<file path="config.mk">
export PLATFORM = sky130hd
export DESIGN_NAME = lfsr_symbol_modulator
export DESIGN_NICKNAME = d
export VERILOG_FILES = /design/src/rtl/lfsr_symbol_modulator.sv
export SDC_FILE = /design/constraint.sdc
export NUM_CORES = 1
export LEC_CHECK = 0
export CELL_PAD_IN_SITES_DETAIL_PLACEMENT = 0
export CELL_PAD_IN_SITES_GLOBAL_PLACEMENT = 1
export CORE_ASPECT_RATIO = 1.75
export CORE_UTILIZATION = 50
export DETAILED_ROUTE_END_ITERATION = 10
export DONT_BUFFER_PORTS = 1
export HOLD_SLACK_MARGIN = 0.06
export PLACE_DENSITY_LB_ADDON = 0.1
export SETUP_SLACK_MARGIN = 0.15
export SYNTH_ARGS = -nofsm -noshare
export SYNTH_HDL_FRONTEND = slang
export SYNTH_SLANG_ARGS = --single-unit
</file>
<file path="constraint.sdc">
create_clock -name clk -period 4.6 [get_ports clk]
set_input_delay 0.46 -clock clk [delete_from_list [all_inputs] [get_ports clk]]
set_output_delay 0.46 -clock clk [all_outputs]
set_load 0.005 [all_outputs]
</file>
<file path="src/rtl/lfsr_symbol_modulator.sv">
// lfsr_symbol_modulator
// Paces an upstream LFSR with a programmable symbol tick, holds one LFSR bit
// per symbol, and uses it to modulate DDS carrier samples.
// The modes are ASK, FSK, BPSK and a raw square wave.
// All outputs are registered.
module lfsr_symbol_modulator #(
  parameter int SAMPLE_W = 12,
  parameter int DIV_W    = 32
) (
  input  logic                       clk,
  input  logic                       reset,
  input  logic [DIV_W-1:0]           symbol_div,
  input  logic [1:0]                 mode,
  input  logic                       lfsr_bit,
  input  logic signed [SAMPLE_W-1:0] carrier_a,
  input  logic signed [SAMPLE_W-1:0] carrier_b,
  input  logic                       carrier_valid,
  output logic                       symbol_tick,
  output logic                       symbol_bit,
  output logic [4:0]                 symbol_count,
  output logic signed [SAMPLE_W-1:0] mod_sample,
  output logic                       mod_valid
);

  typedef enum logic [1:0] {
    MODE_ASK    = 2'b00,
    MODE_FSK    = 2'b01,
    MODE_BPSK   = 2'b10,
    MODE_SQUARE = 2'b11
  } mode_t;

  localparam logic signed [SAMPLE_W-1:0] SAMPLE_MAX = {1'b0, {(SAMPLE_W-1){1'b1}}};
  localparam logic signed [SAMPLE_W-1:0] SAMPLE_MIN = {1'b1, {(SAMPLE_W-1){1'b0}}};
  localparam logic [4:0]                 LAST_SYMBOL = 5'd30;

  logic [DIV_W-1:0]           cnt;
  mode_t                      mode_q;
  logic                       symbol_end;
  logic signed [SAMPLE_W-1:0] sample_p0;
  logic signed [SAMPLE_W-1:0] sample_p1;
  logic                       vld_p1;

  // Two's-complement negation that maps the most negative code to the most
  // positive one instead of wrapping back onto itself.
  function automatic logic signed [SAMPLE_W-1:0] sat_negate(
    input logic signed [SAMPLE_W-1:0] x
  );
    if (x == SAMPLE_MIN) begin
      return SAMPLE_MAX;
    end
    return -x;
  endfunction

  // Maps the held symbol bit and the latched mode onto one output sample.
  function automatic logic signed [SAMPLE_W-1:0] modulate(
    input logic                       b,
    input mode_t                      m,
    input logic signed [SAMPLE_W-1:0] a,
    input logic signed [SAMPLE_W-1:0] f1
  );
    logic signed [SAMPLE_W-1:0] r;
    case (m)
      MODE_ASK:  r = b ? a : '0;
      MODE_FSK:  r = b ? f1 : a;
      MODE_BPSK: r = b ? a : sat_negate(a);
      default:   r = b ? SAMPLE_MAX : SAMPLE_MIN;
    endcase
    return r;
  endfunction

  // The >= compare forces an immediate tick when symbol_div is lowered below
  // the running count, so there is never a wrap through the full counter.
  assign symbol_end = (cnt >= symbol_div);

  // Symbol timer: tick, capture the LFSR bit and latch the mode at each boundary.
  always_ff @(posedge clk) begin
    if (reset) begin
      cnt          <= '0;
      symbol_tick  <= 1'b0;
      symbol_bit   <= 1'b0;
      mode_q       <= MODE_ASK;
      symbol_count <= '0;
    end else if (symbol_end) begin
      cnt          <= '0;
      symbol_tick  <= 1'b1;
      symbol_bit   <= lfsr_bit;
      mode_q       <= mode_t'(mode);
      symbol_count <= (symbol_count == LAST_SYMBOL) ? 5'd0 : symbol_count + 5'd1;
    end else begin
      cnt          <= cnt + 1'b1;
      symbol_tick  <= 1'b0;
    end
  end

  // Stage p0: combinational modulation using the currently held symbol.
  assign sample_p0 = modulate(symbol_bit, mode_q, carrier_a, carrier_b);

  // Stage p1: register the modulated sample; hold it while no carrier arrives.
  always_ff @(posedge clk) begin
    if (reset) begin
      vld_p1    <= 1'b0;
      sample_p1 <= '0;
    end else begin
      vld_p1 <= carrier_valid;
      if (carrier_valid) begin
        sample_p1 <= sample_p0;
      end
    end
  end

  assign mod_sample = sample_p1;
  assign mod_valid  = vld_p1;

endmodule

</file>
After elaboration in Yosys (flattened, before gate mapping). Cells that the tools add are included.

Add/subtract/negate cells: 3. $lt $le $gt $ge: 1. Equality and inequality tests: 4. Mux-type cells: 11. Reduce and logical (&&, ||, !) cells: 2.

Operators by type and width (number): $mux 12 (6); $pmux 12 s3 (1); $add 32x1->32 const B (1); $ge 32x32->1 (1); $eq 12x12->1 const B (1); $neg 12->12 (1); $add 5x1->5 const B (1); $eq 5x5->1 const B (1); $mux 5 (1); $mux 1 (3); $eq 2x1->1 const B (1); $eq 2x2->1 const B (1); $logic_not 2->1 (1); $reduce_or 2->1 (1).

Flip-flop bits (word level): 54. Input bits: 62. Output and inout port bits: 20. Word-level logic and storage cells: 28.

Longest topological paths before layout.
Depth after elaboration: 6. Depth in mapped cells: 9. Depth with buffers taken out: 8.

Worst setup path after synthesis. No wires, ideal clock.

Kind: input port to flip-flop. Start: input symbol_div[27]. End: register symbol_bit. Library setup time: 0.072 ns. Data arrival time: 2.038 ns. Required time: 4.528 ns. Path slack: 2.490 ns. Stages on the path: 9. Buffers on the path: 1. Cells stage by stage: inv_1 > ha_1 > and4_4 > nor2b_1 > o41a_1 > nor2_2 > o21a_1 > buf_6 > mux2i_1.

Word-level cells in the longest chain between the ends: 1.

Ends and longest elaborated chain: from (decl) (line 12) `input logic [DIV_W-1:0] symbol_div,`; $ge 32x32->1 (line 73) `assign symbol_end = (cnt >= symbol_div);`; to (signal assigned) (line 86) `symbol_bit <= lfsr_bit;`; to (decl) (line 19) `output logic symbol_bit,`.

No other way between the ends. A chain may end at the register's enable or synchronous reset.

Final worst setup path.
Start: register cnt[7]. End: register cnt[22].

Word-level cells in the longest chain between the ends: 2. Elaborated cells between the ends (all ways): 3. Those cells by class: add/sub: 1; order compare: 1; reduce/logical: 1.

Ends and longest elaborated chain: from (decl) (line 36) `logic [DIV_W-1:0] cnt;`; from (signal assigned) (line 90) `cnt <= cnt + 1'b1;`; $ge 32x32->1 (line 73); $reduce_or 2->1 (no source line).

Several ways; a longest one is shown, not always the timed one.

==> impl_metrics.json <==
{
  "outcome": "finished, final reports clean",
  "regArea_um2": 1080,
  "power_leakage_nw": 1.71,
  "cpPeakStageDelay_ps": 390,
  "clock_path_buffers": 2,
  "drt_iter0_drc": 79,
  "numCtsBuffers": 5,
  "cts_tree": "done",
  "grt_pass1_wl_um": 14400,
  "syn_nets": 563,
  "die_area_um2": 7880,
  "post-route-drc-count": 0,
  "fin_crit_ps": 2430,
  "hold-worst-slack_ps": 239,
  "cp.required_ps": 4780,
  "crit_slowest_cell": "dfxtp_1",
  "grt-busiest-layer": "met2",
  "r2r_cells": 8,
  "cts-hold-fix-buffers": 0,
  "post-route-util_pct": 54.6,
  "ys_types": 65,
  "cellPowerDensity_nw_per_um2": 230,
  "synth.cell_area_um2": 3760,
  "cts_root_buf": "clkbuf_16",
  "final_common_cell": "nor2_1",
  "drtAntennaViolNets": 0,
  "diodes": 0,
  "multi_input_area_um2": 2440,
  "hp-class": "in2reg",
  "worst_slew_pin_slew_ps": 778,
  "cts-resized-gates": 0,
  "use_met2_pct": 48.4,
  "cp_num_buf_inv": 1,
  "post_cts_buffers": 0,
  "synth.avg_cell_area_um2": 8.08,
  "ys_ff_latch": 54,
  "die_w_um": 67.5,
  "vias": 3268,
  "synth-seq-area-share_pct": 28.8,
  "grt_max_degree": 31,
  "path_clk_slew_ps": 70,
  "regToRegSetupSlack_ps": 2170,
  "critical_path.max_fanout": 25,
  "worst_slack_ps": 2170,
  "cp-end-kind": "register",
  "drt-total-wl_um": 9180,
  "fmax_mhz": 412,
  "finalSetupViolCount": 0,
  "dpl.hpwl_um": 7360,
  "drive_gt1_share_pct": 5.00,
  "grtUsageTotal_pct": 24.5,
  "fillers": 724,
  "use_met3_pct": 5.57,
  "ys.flop_type": "dfxtp_1",
  "yosysWarnings": 0,
  "crit_start": "cnt[7]",
  "start_util_pct": 51.9,
  "finalHoldViolCount": 0,
  "synth-edff-count": 0,
  "drt-vias-per-instance": 5.99,
  "use_met1_pct": 22.6,
  "synth_cells": 465,
  "grt_pass1_vias": 3164,
  "gp_congestion": 0.817,
  "p_total_mw": 0.907,
  "period_share_pct": 52.8,
  "nNetsFinal": 558,
  "crit_type": "reg2reg",
  "r2r_end": "cnt[22]",
  "r2r-start": "cnt[7]",
  "most-common-layout-cells": "nor2_1, dfxtp_1, inv_1",
  "portBuffers": 0,
  "num_rows": 41,
  "drt-wirelength-per-cell_um": 16.8,
  "fin_skew_ps": 5.01,
  "rsz0062_at_grt": "no",
  "ir_drop_mv": 0.152,
  "arrival_ps": 2600,
  "globalRouteOverflowTotal": 0,
  "timing.setup.tns_ps": 0,
  "dieHeight_um": 117,
  "cp.depth": 8,
  "setup.worst_path.end": "cnt[22]",
  "design_area_um2": 3950,
  "slew_headroom_pct": 48.1,
  "synthToLayoutAreaGrowth_pct": 5.03,
  "drt_pass1_iterations": 4,
  "place_area_um2": 3810,
  "antenna_found_initial": 0,
  "synth_area_leaders": "dfxtp_1, ha_1, nor2_1",
  "synthArstFlopShare_pct": 0,
  "cp_top_family": "compound AO/OA/AOI/OAI gates",
  "start_kind": "register",
  "drv_cap": 0,
  "core_um2": 7230,
  "io-pin-count": 82,
  "crit_path_cell_trace": "ha_1 -> nand2_1 -> or3_1 -> o221ai_2 -> a21oi_2 -> o211ai_2 -> buf_4 -> nor2_1",
  "final_cells": 546,
  "placed_cells_incl_taps": 539,
  "clk_latency_ps": 290,
  "maxSlewViolCount": 0,
  "synth_top_area_cell": "dfxtp_1",
  "numClockSinks": 54,
  "yosysTopAreaCellShare_pct": 28.8,
  "dp_slack_ps": 2080,
  "cts_htree_levels": 2
}
==> flip-flops by register name (all words and copies together) (netlist names) <==
register	flops
symbol_count	5
mod_valid	1
symbol_tick	1
cnt	32
mod_sample	12
mode_q	2
symbol_bit	1
==> worst min-delay path by stage <==
stage,from,endpoint,slack (ps),cells past startpoint
floorplan,cnt[0],cnt[0],440,1
global placement,cnt[0],cnt[0],480,1
detailed placement,cnt[0],cnt[0],480,1
CTS,reset,mod_sample[8],230,1
global route,reset,symbol_tick,230,1
finish,reset,symbol_tick,240,1
==> logic make-up after synthesis <==
logic type               synth area share [%]
AND/OR/NAND/NOR                          24.6
AO/OA/AOI/OAI                            17.6
buffers and inverters                    6.26
flip-flops                               28.8
adder cells (fa/ha/maj)                  12.0
XOR/XNOR                                 7.23
multiplexers                             3.53
==> where the power goes <==
group	total (mW)	switching [mW]	internal, mW
clock	0.362	0.162	0.200
sequential	0.479	0.00566	0.473
combinational	0.0659	0.0376	0.0283
total	0.907	0.206	0.701
==> final cells by class <==
| class | instances | share of cell area [%] |
|---|---|---|
| Inverter | 45 | 4.28 |
| Multi-Input combinational cell | 352 | 61.9 |
| Clock buffer | 7 | 3.36 |
| Sequential cell | 54 | 27.4 |
| Tap cell | 86 | 2.73 |
| Timing Repair Buffer | 2 | 0.380 |
==> Yosys cell counts, drive strengths merged, types with 5 or more instances <==
| cell | number |
|---|---|
| nor2 | 66 |
| dfxtp | 54 |
| inv | 45 |
| nand2 | 41 |
| ha | 36 |
| a21oi | 21 |
| xor2 | 21 |
| nand3 | 20 |
| o21ai | 15 |
| nand4 | 13 |
| mux2i | 11 |
| xnor2 | 10 |
| a211oi | 8 |
| and4 | 8 |
| buf | 7 |
| clkbuf | 7 |
| nor3 | 6 |
| a221oi | 5 |
| o211ai | 5 |
| o221ai | 5 |
==> metal layers <==
layer / vias up / routed length, um
met4: 0 / 250
li1: 1639 / -
met2: 88 / 5160
met5: - / 0
met1: 1523 / 3370
met3: 18 / 392
Note: power is estimated with default switching activity, not from simulation.
